**src/rtl/pc_unit.sv**
```systemverilog
// Program-counter unit for the MIPS fetch stage: sequential advance, stalls,
// branch/jump/jr redirects with one delay slot, and exception entry with EPC capture.
module pc_unit #(
  parameter int unsigned      WIDTH        = 32,
  parameter int unsigned      STEP         = 4,
  parameter logic [WIDTH-1:0] RESET_VECTOR = 32'h0000_0000,
  parameter logic [WIDTH-1:0] EXC_VECTOR   = 32'h8000_0180
) (
  input  logic             clk,
  input  logic             rst_n,
  input  logic             stall,
  input  logic             branch_taken,
  input  logic [15:0]      branch_offset,
  input  logic             jump,
  input  logic [25:0]      jump_index,
  input  logic             jr,
  input  logic [WIDTH-1:0] jr_target,
  input  logic             exception,
  output logic [WIDTH-1:0] pc,
  output logic [WIDTH-1:0] pc_next,
  output logic             in_delay_slot,
  output logic [WIDTH-1:0] epc,
  output logic             addr_err
);

  localparam logic [WIDTH-1:0] STEP_W = WIDTH'(STEP);

  typedef enum logic {SEQ, DELAY} state_t;

  state_t           state_reg, state_next;
  logic [WIDTH-1:0] fetch_pc_reg, fetch_pc_next;
  logic [WIDTH-1:0] tgt_reg, tgt_next;
  logic [WIDTH-1:0] epc_reg, epc_next;
  logic             addr_err_reg, addr_err_next;

  logic [WIDTH-1:0] seq_pc;
  logic [WIDTH-1:0] branch_tgt;
  logic [WIDTH-1:0] jump_tgt;
  logic             jr_misaligned;

  assign seq_pc        = fetch_pc_reg + STEP_W;
  // Word offset sign-extended and scaled to bytes in one concatenation.
  assign branch_tgt    = seq_pc + {{(WIDTH-18){branch_offset[15]}}, branch_offset, 2'b00};
  assign jump_tgt      = {seq_pc[WIDTH-1:28], jump_index, 2'b00};
  assign jr_misaligned = (jr_target[1:0] != 2'b00);

  always_ff @(posedge clk or negedge rst_n) begin
    if (!rst_n) begin
      state_reg    <= SEQ;
      fetch_pc_reg <= RESET_VECTOR;
      tgt_reg      <= '0;
      epc_reg      <= '0;
      addr_err_reg <= 1'b0;
    end else begin
      state_reg    <= state_next;
      fetch_pc_reg <= fetch_pc_next;
      tgt_reg      <= tgt_next;
      epc_reg      <= epc_next;
      addr_err_reg <= addr_err_next;
    end
  end

  always_comb begin
    state_next    = state_reg;
    fetch_pc_next = fetch_pc_reg;
    tgt_next      = tgt_reg;
    epc_next      = epc_reg;
    addr_err_next = 1'b0;
    if (exception) begin
      // A faulting delay slot reports the branch that owns it.
      fetch_pc_next = EXC_VECTOR;
      state_next    = SEQ;
      tgt_next      = '0;
      epc_next      = (state_reg == DELAY) ? (fetch_pc_reg - STEP_W) : fetch_pc_reg;
    end else if (!stall) begin
      case (state_reg)
        DELAY: begin
          fetch_pc_next = tgt_reg;
          state_next    = SEQ;
        end
        default: begin
          fetch_pc_next = seq_pc;
          if (jr) begin
            if (jr_misaligned) begin
              addr_err_next = 1'b1;
            end else begin
              tgt_next   = jr_target;
              state_next = DELAY;
            end
          end else if (jump) begin
            tgt_next   = jump_tgt;
            state_next = DELAY;
          end else if (branch_taken) begin
            tgt_next   = branch_tgt;
            state_next = DELAY;
          end
        end
      endcase
    end
  end

  assign pc            = fetch_pc_reg;
  assign pc_next       = seq_pc;
  assign in_delay_slot = (state_reg == DELAY);
  assign epc           = epc_reg;
  assign addr_err      = addr_err_reg;

endmodule

```
**config.mk**
```make
export PLATFORM = sky130hd
export DESIGN_NAME = pc_unit
export DESIGN_NICKNAME = d
export VERILOG_FILES = /design/src/rtl/pc_unit.sv
export SDC_FILE = /design/constraint.sdc
export NUM_CORES = 1
export LEC_CHECK = 0
export BUFFER_PORTS_ARGS = -buffer_cell sky130_fd_sc_hd__buf_2
export CAP_MARGIN = 20
export CORE_UTILIZATION = 45
export CTS_BUF_LIST = sky130_fd_sc_hd__clkbuf_4
export DETAILED_ROUTE_END_ITERATION = 8
export GPL_ROUTABILITY_DRIVEN = 0
export PLACE_DENSITY = 0.71
export SLEW_MARGIN = 10
export SYNTH_ARGS = -nofsm -noshare
export SYNTH_HDL_FRONTEND = slang
export SYNTH_SLANG_ARGS = --single-unit
```
**constraint.sdc**
```tcl
create_clock -name clk -period 4.69 [get_ports clk]
set_clock_uncertainty 0.15 [all_clocks]
set_input_delay 0.469 -clock clk [delete_from_list [all_inputs] [get_ports clk]]
set_output_delay 0.469 -clock clk [all_outputs]
set_load 0.005 [all_outputs]
```
# Word level (Yosys, flattened, before mapping)
# Index checks and enable logic that the tools add are counted.
[totals] ff_bits=98 input_bits=81 out_inout_bits=98
[op_classes] add_sub_neg=3 eq_ne=3 muxes=23 n_reduce_logical=3
[ops] cell="32-bit 2-to-1 mux" n=11
[ops] cell="32-bit by 3-bit adder with 32-bit output, second input constant" n=1
[ops] cell="32-bit adder" n=1
[ops] cell="32-bit by 3-bit subtractor with 32-bit output, second input constant" n=1
[ops] cell="1-bit 2-to-1 mux" n=12
[ops] cell="4-bit AND reduction" n=1
[ops] cell="4-bit nonzero test" n=1
[ops] cell="3-bit != test, second input constant" n=1
[ops] cell="2-bit by 1-bit != test with 1-bit output, second input constant" n=1
[ops] cell="2-bit != test, second input constant" n=1
[ops] cell="2-bit nonzero test" n=1

# Longest topological paths before layout
# Gate-level depths: netlist of run 1.
[logic_depth] word_depth=8 depth_mapped=17 mapped_depth_nobuf=16

# Least setup slack after synthesis of run 1
# No wires, ideal clock.
[synth_timing] path_kind="register -> register" startpoint="register fetch_pc_reg[2] (netlist: pc[2])" endpoint="register tgt_reg[30]" arrival_time_ns=3.432 setup_slack_ns=0.987 path_stages_with_launch=17 path_cell_list="dfrtp_1 clkbuf_1 and3_1 clkbuf_1 nand3_1 nor4_1 xor2_1 ha_1 clkbuf_1 nand2_1 o21bai_1 o41a_1 a31oi_1 a311oi_1 o21a_1 o21ai_0 a22o_1"
[synth_between] elab_chain_cells=8
[synth_rtl] item="start: declaration" line="31" text="logic [WIDTH-1:0] fetch_pc_reg, fetch_pc_next;"
[synth_rtl] item="start signal: assignment" line="56" text="fetch_pc_reg <= fetch_pc_next;"
[synth_rtl] item="32-bit by 3-bit adder with 32-bit output" line="41" text="assign seq_pc = fetch_pc_reg + STEP_W;"
[synth_rtl] item="named net pc_next[27]" line="20" text="output logic [WIDTH-1:0] pc_next,"
[synth_rtl] item="32-bit adder" line="43" text="assign branch_tgt = seq_pc + {{(WIDTH-18){branch_offset[15]}}, branch_offset, 2'b00};"
[synth_rtl] item="32-bit 2-to-1 mux" line="93" text="end else if (branch_taken) begin"
[synth_rtl] item="32-bit 2-to-1 mux" line="90" text="end else if (jump) begin"
[synth_rtl] item="32-bit 2-to-1 mux" line="83" text="if (jr) begin"
[synth_rtl] item="32-bit 2-to-1 mux" line="76" text="case (state_reg)"
[synth_rtl] item="32-bit 2-to-1 mux" line="75" text="end else if (!stall) begin"
[synth_rtl] item="32-bit 2-to-1 mux" line="69" text="if (exception) begin"
[synth_rtl] item="end signal: assignment" line="57" text="tgt_reg <= tgt_next;"
[synth_rtl] item="end: declaration" line="32" text="logic [WIDTH-1:0] tgt_reg, tgt_next;"
# The timed path passes the listed nets, and every way through them passes these cells. The select of a mux whose other input is x is not followed.
# A chain may end at the register's enable or synchronous reset.

# Worst setup path after layout of run 1
[layout_timing] startpoint="register fetch_pc_reg[6] (netlist: pc[6])" endpoint="register tgt_reg[28]"
[layout_between] elab_chain_cells=8
[layout_rtl] item="32-bit by 3-bit adder with 32-bit output *" line="41"
[layout_rtl] item="32-bit adder" line="43"
[layout_rtl] item="32-bit 2-to-1 mux" line="93"
[layout_rtl] item="32-bit 2-to-1 mux *" line="90"
[layout_rtl] item="32-bit 2-to-1 mux *" line="83"
[layout_rtl] item="32-bit 2-to-1 mux *" line="76"
[layout_rtl] item="32-bit 2-to-1 mux *" line="75"
[layout_rtl] item="32-bit 2-to-1 mux *" line="69"
# Every way passes the cells marked *; elsewhere a longest branch is shown, timed or not. The select of a mux whose other input is x is not followed.

==> results of run 1 <==
layer usage:
metal	vias up	wire (um)	GRT usage
li1	3625	-	-
met1	3564	11000	0.401
met2	326	10400	0.401
met3	37	1780	0.0327
met4	0	531	0.0930
met5	-	0	0
critical path: stages (launching register included):
cell and delay (ns):
sky130_fd_sc_hd__dfrtp_1 0.59, sky130_fd_sc_hd__nand4_4 0.18, sky130_fd_sc_hd__nor4_4 0.40, sky130_fd_sc_hd__nand2_1 0.23, sky130_fd_sc_hd__nor3_1 0.37, sky130_fd_sc_hd__xor2_1 0.35, sky130_fd_sc_hd__ha_1 0.32, sky130_fd_sc_hd__a21oi_1 0.22
sky130_fd_sc_hd__o21ai_0 0.11, sky130_fd_sc_hd__a21o_1 0.19, sky130_fd_sc_hd__a21oi_1 0.17, sky130_fd_sc_hd__nor2_1 0.07, sky130_fd_sc_hd__a211oi_1 0.24, sky130_fd_sc_hd__o21ai_0 0.19, sky130_fd_sc_hd__nor4b_1 0.29, sky130_fd_sc_hd__nor2_1 0.08
cell usage in the layout, fill, tap and decap left out, types with 16 or more instances in the layout:
master                       n
sky130_fd_sc_hd__a211oi_1   16
sky130_fd_sc_hd__a21o_1     18
sky130_fd_sc_hd__a21oi_1    97
sky130_fd_sc_hd__buf_2     176
sky130_fd_sc_hd__buf_4      21
sky130_fd_sc_hd__dfrtp_1    96
sky130_fd_sc_hd__ha_1       38
sky130_fd_sc_hd__inv_1      31
sky130_fd_sc_hd__nand2_1    87
sky130_fd_sc_hd__nand3_1    22
sky130_fd_sc_hd__nor2_1    134
sky130_fd_sc_hd__nor3_1     29
sky130_fd_sc_hd__o21ai_0    42
sky130_fd_sc_hd__xnor2_1    52
sky130_fd_sc_hd__xor2_1     24
worst max-delay path by stage:
stage            from          end  slack (ns)  cells past startpoint
6_report        pc[6]  tgt_reg[28]        0.44                     15
2_1_floorplan   pc[2]  tgt_reg[30]        0.99                     16
3_3_place_gp    pc[5]  tgt_reg[30]        0.62                     15
3_5_place_dp    pc[5]  tgt_reg[30]        0.55                     15
5_1_grt        pc[12]  tgt_reg[28]        0.03                     15
4_1_cts         pc[5]  tgt_reg[28]        0.49                     15
kinds of logic after synthesis:
family,count (synthesis),synth area share
flip-flops,98,0.323
multiplexers,15,0.0204
adder cells (fa/ha/maj),39,0.0653
buffers and inverters,98,0.0522
AO/OA/AOI/OAI,266,0.224
AND/OR/NAND/NOR,347,0.224
XOR/XNOR,77,0.0913
cell type report:
cell class              instances  area [um2]  area share
well taps                     220         275      0.0314
repair buffers                198        1050       0.120
multi-input cells             744        4740       0.541
clock buffers                  10        75.1     0.00857
inverters                      31         116      0.0133
clock inverters                 6        41.3     0.00471
diodes                          2        5.00    0.000571
flip-flops and latches         98        2450       0.280
power by group through the flow:
stage,sequential [mW],combinational (mW),clock [mW]
floorplan,0.946,0.301,0
global placement,0.960,0.468,0
detailed placement,0.962,0.471,0
CTS,0.946,0.474,0.427
global route,0.954,0.527,0.455
finish,0.946,0.477,0.421
timing repair:
item	4_1_cts	5_1_grt
resized for setup	0	1
hold buffers	1	0
setup endpoints to repair	0	1
endpoints found under the hold margin	25	0
metrics by stage:
| step | setup WS, ns | std cells | area [um2] | hold WS [ns] |
|---|---|---|---|---|
| after detailed placement | 0.554 | 1290 | 8630 | 0.334 |
| after CTS | 0.489 | 1307 | 8750 | 0.117 |
| after global routing | 0.0276 | 1309 | 8760 | 0.129 |
| after global placement | 0.621 | 1290 | 8630 | 0.314 |
| after floorplan | 0.987 | 940 | 7590 | 0.0234 |
| final | 0.436 | 1309 | 8760 | 0.143 |
==> summary by stage, run 1 <==
Global routing
The number of antenna violations at the first check in global routing came to 2. Global routing finished with a remaining overflow of 0. In the global route stage, overall resource usage came out at 0.269.

The first global-routing pass estimated 36900 um of wire. The maximum number of pins on one net before global-route repair is 83. The number of global-route vias before repair came to 6704.

Timing
For this run, the top clock speed supported by timing is 235 MHz. The minimum clock period after layout is 4.25 ns. The transition time at the pin with the least slew margin is 0.944 ns.

Setup violations remaining at the end of the flow were counted as 0. Setup total negative slack on the finished layout was measured at 0 ns. Setup repair after global routing left no endpoint under its margin. The count of endpoints failing hold in the final timing report is 0. The worst slew margin relative to its limit is 0.371. The count of pins over their slew limit came to 0. In the finished design, the share of the clock period the worst path needs comes to 0.907.

Power
The part of the power in combinational logic is 0.259. Summing internal, switching and leakage power gives between 1.5 and 2 mW. The portion of total power attributed to sequential cells is 0.513. Across the VDD grid, the largest voltage drop is 0.102 mV. Of the total power, the share spent switching nets is 0.346. The static leakage is 4.07 nW.

The analysis attributes to net switching a power of 0.638 mW. The internal power consumption is 1.21 mW. The proportion of power drawn by the clock network is 0.228. Dividing total power by cell area gives a power density of around 210 nW/um2.

Min path
The worst hold path passes through 3 cells. The class of the tightest hold or removal check is in2reg. In this run the most critical hold path is launched from jr_target[11]. The worst hold path terminates at tgt_reg[11].

Detailed routing
The via count is 7552. The residual antenna-violating net count after detailed routing is 0. The total detailed-routing wirelength is 23700 um. The per-cell routed wire length is between 15 and 20 um. The detailed router finished its first iteration with 840 violations. The routed via count divided by cell count is 5.77. After detailed routing, the number of remaining DRC violations is 0. The number of iterations in the first detailed-routing pass is 7.

Floorplanning
The die covers 17400 um2. 179 I/O pins were placed. The total core area is 16500 um2. The starting density of the core is 0.459. The floorplan has 47 rows. The floorplan step set the die width to roughly 130 um.

The vertical die dimension is around 130 um.

Yosys
The total number of yosys warnings is 0. The number of nets in the synthesized netlist is between 1000 and 1500. Of the post-synthesis cell area, the dominant cell type holds 0.323. The async set-or-reset flop fraction in the synthesized netlist is 1.00.

The synthesized area per cell is 8.08 um2. The dominant cell by count in the synthesized netlist is sky130_fd_sc_hd__nor2_1. The most common flop cell mapped by yosys is sky130_fd_sc_hd__dfrtp_1. The share of the Yosys chip area taken by registers is 0.323. By count the netlist is led by sky130_fd_sc_hd__nor2_1 (134), sky130_fd_sc_hd__dfrtp_1 (98), sky130_fd_sc_hd__a21oi_1 (97). After synthesis the netlist holds a flip-flop and latch count of 98. The number of instances in the synthesized netlist is 940. Summed over all instances, the cell type with the most area after synthesis is sky130_fd_sc_hd__dfrtp_1.

The number of different library cells used by synthesis comes to 72. The synthesized netlist occupies a cell area of 7590 um2. Yosys mapped a number of flops with a built-in enable equal to 0. In the post-synthesis netlist, the biggest area contributors are sky130_fd_sc_hd__dfrtp_1 (32%), sky130_fd_sc_hd__nor2_1 (6.6%), sky130_fd_sc_hd__a21oi_1 (6.4%).

Clock tree
The number of buffers on the longest clock path is 2. The clock root buffer master is sky130_fd_sc_hd__clkbuf_4. The number of buffers added by the clock tree synthesis step is 9. The CTS sink count is 98. The clock-pin slew reported for the worst setup and hold paths after clock tree synthesis is 0.16 ns. The number of H-tree levels is 3. The clock latency of the later-clocked register in the worst-skew pair is 0.47 ns. Once the clock tree was built, the setup fixing pass inserted 0 buffers. The CTS tree is done.

Final layout
In the final design database the tool counted 1202 nets. The proportion of layout cells with a drive suffix above 1 is 0.221. The post-synthesis to final-layout area growth is 15.4%. Once layout is complete, the utilization of the core stands at 0.530. The filler cell count is 1557.

Critical path
The startpoint of the worst register-to-register path is pc[6]. STA classifies the critical path endpoint as a flop. The end of the worst register-to-register path is tgt_reg[28]. The setup path with the least slack is of type reg2reg.

Data on the critical path arrives at its endpoint at around 4.5 ns. The slack of the worst reg-to-reg path is about 0.44 ns. The launching element type of the critical path is a flop.

Of all nets on the critical path, the largest fanout is 9. The required time at the endpoint of the critical path is 4.91 ns. The worst register-to-register path has a depth of 15.

Placed design
The number of buffer cells added on primary ports is 178. The placed wire-length estimate is 17800 um.

Flow run
The number of maximum-capacitance constraint violations is 0.

Outcome
The flow ran to the end, and the final reports show no timing, DRC or antenna violations.
No activity file was read; power rests on OpenSTA's default activity.
==> run 2: changes to the inputs <==
--- a/config.mk
+++ b/config.mk
@@ -7,6 +7,8 @@
 export LEC_CHECK = 0
 export BUFFER_PORTS_ARGS = -buffer_cell sky130_fd_sc_hd__buf_2
 export CAP_MARGIN = 20
+export CORE_ASPECT_RATIO = 0.75
+export CORE_MARGIN = 4
 export CORE_UTILIZATION = 45
 export CTS_BUF_LIST = sky130_fd_sc_hd__clkbuf_4
 export DETAILED_ROUTE_END_ITERATION = 8
==> summary by stage, run 2 (synthesis results as in run 1) <==
Timing
The top achievable clock speed is 233 MHz (-0.81%). The transition time at the pin with the least slew margin is 0.936 ns (-0.00824 ns). The minimum clock period after layout came to 4.29 ns (+0.0347 ns). The post-route setup TNS is 0 ns (unchanged). Setup repair after global routing left no endpoint under its margin. The final number of setup-violating endpoints is 0 (unchanged).

The count of endpoints failing hold in the final timing report is 0 (unchanged). The worst slew margin relative to its limit is 0.376 (+0.00549). The count of pins over their slew limit is 0 (unchanged). The part of the cycle the worst path needs is 0.914 (+0.00740).

Power
The worst voltage drop across the vdd grid is 0.132 mV (+30%). The power spent charging and discharging nets is 0.629 mW (-1.4%). The proportion of power drawn by the clock network is 0.242 (+0.014). The static leakage is 4.09 nW (+0.70%). The part of the power in combinational logic was 0.257 (-0.002).

The portion of total power attributed to sequential cells is 0.502 (-0.011). The internal power consumption is 1.26 mW (+4.1%). The power per cell area is 215 nW/um2 (+2.1%). The switching part of the total is 0.334 (-0.0122).

Final layout
The filler cell count is 1589 (+2.1%). The count of nets after finishing is 1204 (+0.17%). The proportion of layout cells with a drive suffix above 1 was 0.221 (+0.000513).

The register area is 2450 um2 (about the same). The library cell used most frequently in the layout, excluding fill and tap cells, is sky130_fd_sc_hd__buf_2. The final instance count without filler cells is 1299 (-0.76%).

Compared with the post-synthesis result, the final layout area differs by 15.5%. In the layout the commonest cells are sky130_fd_sc_hd__buf_2 (176), sky130_fd_sc_hd__nor2_1 (134), sky130_fd_sc_hd__a21oi_1 (97), sky130_fd_sc_hd__dfrtp_1 (97), sky130_fd_sc_hd__nand2_1 (87). The area of the multi-input gates is 4740 um2 (unchanged). The number of antenna diodes is 0 (-2).

Clock tree
The number of cells upsized or downsized after cts is 0 (unchanged). The number of buffers added by the clock tree synthesis step is 9 (unchanged). The number of setup buffers added after CTS is 0 (unchanged). The clock-pin slew reported for the worst setup and hold paths after clock tree synthesis is 0.15 ns (about the same).

TritonCTS built the clock tree. The clock latency of the later-clocked register in the worst-skew pair is 0.47 ns (about the same). The number of buffers on the longest clock path is 2 (unchanged). The number of H-tree levels is 3 (unchanged).

The tree is rooted in a sky130_fd_sc_hd__clkbuf_4. The CTS sink count is 98 (unchanged).

Detailed routing
The via count is 7612 (+0.79%). The number of iterations in the first detailed-routing pass is 5 (-2). The routed via count divided by cell count is 5.86 (+1.6%). The count of unresolved DRC violations after routing is 0 (unchanged). The residual antenna-violating net count after detailed routing came to 0 (unchanged). The per-cell routed wire length is 19.0 um (+4.9%).

The DRC marker count from the first detailed-route iteration is 869 (+3.5%). The total detailed-routing wirelength is 24700 um (+4.1%).

Floorplanning
The number of cell rows is 40 (-15%). The die outline width is 158 um (+20%). The full die area was 19000 um2 (+9.4%). The starting density of the core is 0.467 (+0.00731). The total core area is 16300 um2 (-1.6%). The vertical die dimension came to 120 um (-8.6%). The number of placed I/O pins is 179 (unchanged).

Placed design
The number of instances in the placed design is 1282 (-0.62%). The number of buffer cells added on primary ports is 178 (unchanged). The placed wire-length estimate came to 18800 um (+6.1%).

Outcome
The run finished with clean final reports.

Global routing
The number of global-route vias before repair is 7100 (+5.9%). The total global routing overflow is 0 (unchanged). The maximum number of pins on one net before global-route repair is 78 (-6.0%). The first-pass GRT wire length was 39200 um (+6.4%).

The number of antenna violations at the first check in global routing is 0 (-2). The global router's overall resource usage came to 0.258 (-0.0117).

Critical path
The highest net fanout along the worst path is 12 (+3). The worst setup path is captured at a flop. The critical path is of the reg2reg type. The worst setup path is launched from a flop.

The endpoint arrival time on the critical path was 4.51 ns (+0.04 ns). The required time at the endpoint of the critical path was 4.91 ns (about the same).

Min path
The class of the tightest hold or removal check is in2reg.

Flow run
The number of maximum-capacitance constraint violations is 0 (unchanged).
==> run 2: changes by cell type in the layout (fill, tap and decap cells not counted), moves of 2 or more <==
| cell | before | now |
|---|---|---|
| sky130_fd_sc_hd__buf_4 | 21 | 23 |
| sky130_fd_sc_hd__clkinv_2 | 1 | 3 |
| sky130_fd_sc_hd__clkinvlp_4 | 2 | 0 |
| sky130_fd_sc_hd__diode_2 | 2 | 0 |
| sky130_fd_sc_hd__inv_6 | 2 | 0 |
==> run 2: layout make-up <==
type,instances,share of cell area
clock inverter,6,0.00656
timing repair buffer,200,0.121
inverter,31,0.0133
sequential,98,0.280
tap,210,0.0300
clock buffer,10,0.00856
multi-input combinational,744,0.541
==> run 2: path summary, 6_finish.rpt <==
check                              startpoint          end  slack [ns]  cells past startpoint
worst max-delay path                    pc[5]  tgt_reg[30]        0.40                     15
worst min-delay path            jr_target[11]  tgt_reg[11]        0.14                      3
worst max register to register          pc[5]  tgt_reg[30]        0.40                     15
worst min register to register    tgt_reg[19]  tgt_reg[19]        0.35                      2
max in group asynchronous               rst_n      epc[18]        2.88                      3
min in group asynchronous               rst_n       pc[24]        0.50                      2
==> run 2: worst max-delay path: stages, from the launching register on <==
cell	delay [ns]
sky130_fd_sc_hd__dfrtp_1	0.64
sky130_fd_sc_hd__nand4_4	0.20
sky130_fd_sc_hd__nor4_4	0.41
sky130_fd_sc_hd__nand2_1	0.27
sky130_fd_sc_hd__nor3_1	0.38
sky130_fd_sc_hd__xor2_1	0.32
sky130_fd_sc_hd__ha_1	0.32
sky130_fd_sc_hd__a21oi_1	0.22
sky130_fd_sc_hd__nand2b_1	0.14
sky130_fd_sc_hd__a21boi_0	0.11
sky130_fd_sc_hd__o41a_1	0.34
sky130_fd_sc_hd__a31oi_1	0.15
sky130_fd_sc_hd__a311oi_1	0.08
sky130_fd_sc_hd__nor3_1	0.15
sky130_fd_sc_hd__o21ai_0	0.09
sky130_fd_sc_hd__a22o_1	0.24
==> run 2: per-layer routing <==
metal | track usage | vias to the layer above | share of wire
li1 | - | 3629 | -
met1 | 0.376 | 3575 | 0.45
met2 | 0.387 | 372 | 0.44
met3 | 0.0615 | 36 | 0.094
met4 | 0.0602 | 0 | 0.021
met5 | 0 | - | 0
==> run 2: metrics by stage <==
step                worst slack (ns)  hold WS [ns]   util  total power, mW  cell area [um2]
global placement               0.595         0.314  0.530             1.44             8630
CTS                            0.476         0.125  0.539             1.89             8770
detailed placement             0.512         0.321  0.530             1.44             8630
finish                         0.401         0.144  0.539             1.89             8770
global route                  0.0721         0.140  0.539             1.99             8770
floorplan                      0.987        0.0234      -             1.25             7590
==> run 2: power groups by stage <==
stage               combinational [mW]  sequential, mW  clock [mW]
finish                           0.484           0.946       0.456
global route                     0.537           0.955       0.503
CTS                              0.482           0.945       0.467
detailed placement               0.480           0.961           0
global placement                 0.475           0.960           0
floorplan                        0.301           0.946           0
==> run 2: what timing repair did <==
action,in CTS,in global routing
hold buffers,1,0
endpoints found under the hold margin,25,0
setup endpoints to repair,0,0
==> run 3: changes to the inputs <==
--- a/config.mk
+++ b/config.mk
@@ -14,6 +14,7 @@
 export DETAILED_ROUTE_END_ITERATION = 8
 export GPL_ROUTABILITY_DRIVEN = 0
 export PLACE_DENSITY = 0.71
+export REMOVE_ABC_BUFFERS = 1
 export SLEW_MARGIN = 10
 export SYNTH_ARGS = -nofsm -noshare
 export SYNTH_HDL_FRONTEND = slang
==> summary by stage, run 3 (synthesis results as in run 1) <==
Outcome
The run finished with clean final reports.

Clock tree
The count of hold-fix buffers inserted at cts is 1 (unchanged). The clock latency of the later-clocked register in the worst-skew pair is 0.50 ns (+0.03 ns). The CTS tree is done.

The number of buffers on the longest clock path was 2 (unchanged). The CTS sink count came to 98 (unchanged). The number of H-tree levels is 3 (unchanged). CTS placed an instance of sky130_fd_sc_hd__clkbuf_4 at the clock tree root. The number of cells upsized or downsized after cts is 0 (unchanged).

The number of setup buffers added after CTS is 0 (unchanged). The number of buffers added by the clock tree synthesis step was 9 (unchanged). The clock-pin slew reported for the worst setup and hold paths after clock tree synthesis came to 0.17 ns (+0.02 ns).

Final layout
The number of antenna diodes came to 0 (unchanged). The final instance count without filler cells is 1289 (-0.77%). The proportion of layout cells with a drive suffix above 1 came to 0.215 (-0.00629). The filler cell count came to 1602 (+0.82%).

The post-route standard cell area excluding fillers is 8700 um2 (-0.78%). The count of nets after finishing is 1194 (-0.83%). In the layout the commonest cells are sky130_fd_sc_hd__buf_2 (176), sky130_fd_sc_hd__nor2_1 (134), sky130_fd_sc_hd__a21oi_1 (97), sky130_fd_sc_hd__dfrtp_1 (97), sky130_fd_sc_hd__nand2_1 (87).

The core occupancy in the finished layout was 0.535 (-0.00423). The most common cell after layout, fill and taps aside is sky130_fd_sc_hd__buf_2. From synthesis to final layout, the design area changed by 14.6%.

Critical path
Traced cell by cell, the critical path runs through nand4_4 -> nor4_4 -> nand2_1 -> nor3_1 -> xor2_1 -> ha_1 -> a21oi_1 -> nand2b_1 -> a21boi_0 -> o41a_1 -> a31oi_1 -> a311oi_1 -> nor3_1 -> o21ai_0 -> a22o_1. Broken down by cell family, the worst path's largest delay share belongs to simple AND/OR/NAND/NOR gates. The critical path is of the reg2reg type. The required time at the endpoint of the critical path was 4.94 ns (+0.03 ns). The number of buffers and inverters on the critical path is 0 (unchanged). The worst setup path is captured at a flop.

The slowest stage of the critical path is the sky130_fd_sc_hd__dfrtp_1 cell. The critical path's most frequent cell is sky130_fd_sc_hd__nor3_1. The critical path's largest stage delay was 0.62 ns (-0.02 ns). The launching element type of the critical path is a flop. The endpoint arrival time on the critical path is 4.50 ns (about the same). The highest net fanout along the worst path was 12 (unchanged).

Timing
The post-route setup TNS is 0 ns (unchanged). The part of the cycle the worst path needs came to 0.907 (-0.00774). The worst slew margin relative to its limit is 0.343 (-0.0334).

The worst hold slack across all endpoints is 0.103 ns (-0.0411 ns). The final number of setup-violating endpoints is 0 (unchanged). The minimum clock period after layout is 4.25 ns (-0.0363 ns). The top achievable clock speed is 235 MHz (+0.85%).

The count of endpoints failing hold in the final timing report is 0 (unchanged). The transition time at the pin with the least slew margin is 0.986 ns (+0.0500 ns). Setup repair after global routing left no endpoint under its margin. The count of pins over their slew limit is 0 (unchanged).

Global routing
The met3 demand-to-capacity share in global routing is 0.0433 (-0.0182). After global routing, the most crowded layer is met1. The first-pass GRT wire length is 38300 um (-2.3%).

The number of global-route vias before repair is 6901 (-2.8%). The total global routing overflow was 0 (unchanged). The met2 layer usage reported by global route was 0.366 (-0.0205). The maximum number of pins on one net before global-route repair is 90 (+15%). The number of antenna violations at the first check in global routing came to 0 (unchanged). The met1 track utilization from global routing is 0.389 (+0.0128). The global router's overall resource usage came to 0.254 (-0.00331).

Power
The power per cell area was 218 nW/um2 (+1.4%). The part of the power in combinational logic came to 0.253 (-0.004). The power spent charging and discharging nets is 0.686 mW (+9.1%). The proportion of power drawn by the clock network is 0.248 (+0.006). The static leakage came to 4.03 nW (-1.5%). The internal power consumption is 1.21 mW (-3.6%). The worst voltage drop across the vdd grid is 0.123 mV (-6.8%). The portion of total power attributed to sequential cells is 0.499 (-0.003).

The switching part of the total is 0.362 (+0.0281).

Floorplanning
The starting density of the core came to 0.467 (unchanged). The full die area is 19000 um2 (unchanged). The number of cell rows is 40 (unchanged). The number of placed I/O pins was 179 (unchanged). The total core area is 16300 um2 (unchanged). The die outline width is 158 um (unchanged).

The vertical die dimension was 120 um (unchanged).

Detailed routing
The total detailed-routing wirelength is 24300 um (-1.6%). The via count is 7506 (-1.4%). The DRC marker count from the first detailed-route iteration was 884 (+1.7%). The residual antenna-violating net count after detailed routing is 0 (unchanged).

The per-cell routed wire length is 18.9 um (-0.80%). The count of unresolved DRC violations after routing was 0 (unchanged). The routed via count divided by cell count is 5.82 (-0.63%).

The number of iterations in the first detailed-routing pass is 6 (+1).

Flow run
The number of maximum-capacitance constraint violations is 0 (unchanged).

Placed design
The cell area reported after detailed placement is 8550 um2 (-0.87%). The number of buffer cells added on primary ports is 178 (unchanged). The placed wire-length estimate is 18100 um (-3.6%). The number of instances in the placed design was 1272 (-0.78%).

Min path
The min-delay analysis places its worst path in the category in2reg.
[run 3: cell count changes in the layout (fill, tap and decap cells not counted)]
cell / previous run / this run
sky130_fd_sc_hd__buf_4: 23 / 13
sky130_fd_sc_hd__clkinv_2: 3 / 0
sky130_fd_sc_hd__clkinvlp_4: 0 / 2
sky130_fd_sc_hd__inv_8: 0 / 2
sky130_fd_sc_hd__bufinv_16: 1 / 0
sky130_fd_sc_hd__clkbuf_4: 10 / 9
sky130_fd_sc_hd__clkinv_1: 1 / 0
sky130_fd_sc_hd__clkinv_8: 0 / 1
sky130_fd_sc_hd__inv_6: 0 / 1
[run 3: metal layers]
layer	part of all wire	routed length, um
met5	0	0
met4	0.028	681
met3	0.085	2060
met2	0.42	10200
met1	0.47	11400
[run 3: final cells by class]
cell class | instances | area, um2 | share of cell area
Tap cell | 210 | 263 | 0.0302
Clock inverter | 7 | 71.3 | 0.00820
Sequential cell | 98 | 2450 | 0.282
Multi-Input combinational cell | 744 | 4740 | 0.545
Timing Repair Buffer | 190 | 988 | 0.114
Inverter | 31 | 116 | 0.0134
Clock buffer | 9 | 67.6 | 0.00776
[run 3: worst register-to-register path: cells and delay by family, from the launching register on]
kind                     cells  cell delay [ns]
XOR/XNOR                     1             0.35
flip-flops                   1             0.62
AND/OR/NAND/NOR              6             1.48
AO/OA/AOI/OAI                7             1.25
adder cells (fa/ha/maj)      1             0.31
[run 3: final timing paths]
check                                    from           to  slack (ns)  depth (start not counted)
min in group asynchronous               rst_n  tgt_reg[16]        0.50                          2
worst max-delay path                    pc[5]  tgt_reg[30]        0.44                         15
worst min register to register    tgt_reg[19]  tgt_reg[19]        0.36                          2
max in group asynchronous               rst_n        pc[9]        2.92                          3
worst max register to register          pc[5]  tgt_reg[30]        0.44                         15
worst min-delay path            jr_target[11]  tgt_reg[11]        0.10                          3
[run 3: metrics by stage]
stage | setup slack (ns) | total power [mW]
after floorplan | 0.978 | 1.21
after global placement | 0.587 | 1.43
after detailed placement | 0.507 | 1.44
after CTS | 0.458 | 1.91
after global routing | 0.0603 | 2.00
final | 0.438 | 1.90
[run 3: power by group through the flow]
| stage | clock network [mW] | registers (mW) | logic, mW |
|---|---|---|---|
| detailed placement | 0 | 0.962 | 0.474 |
| floorplan | 0 | 0.960 | 0.254 |
| global route | 0.513 | 0.954 | 0.535 |
| finish | 0.471 | 0.947 | 0.480 |
| CTS | 0.487 | 0.946 | 0.477 |
| global placement | 0 | 0.960 | 0.472 |
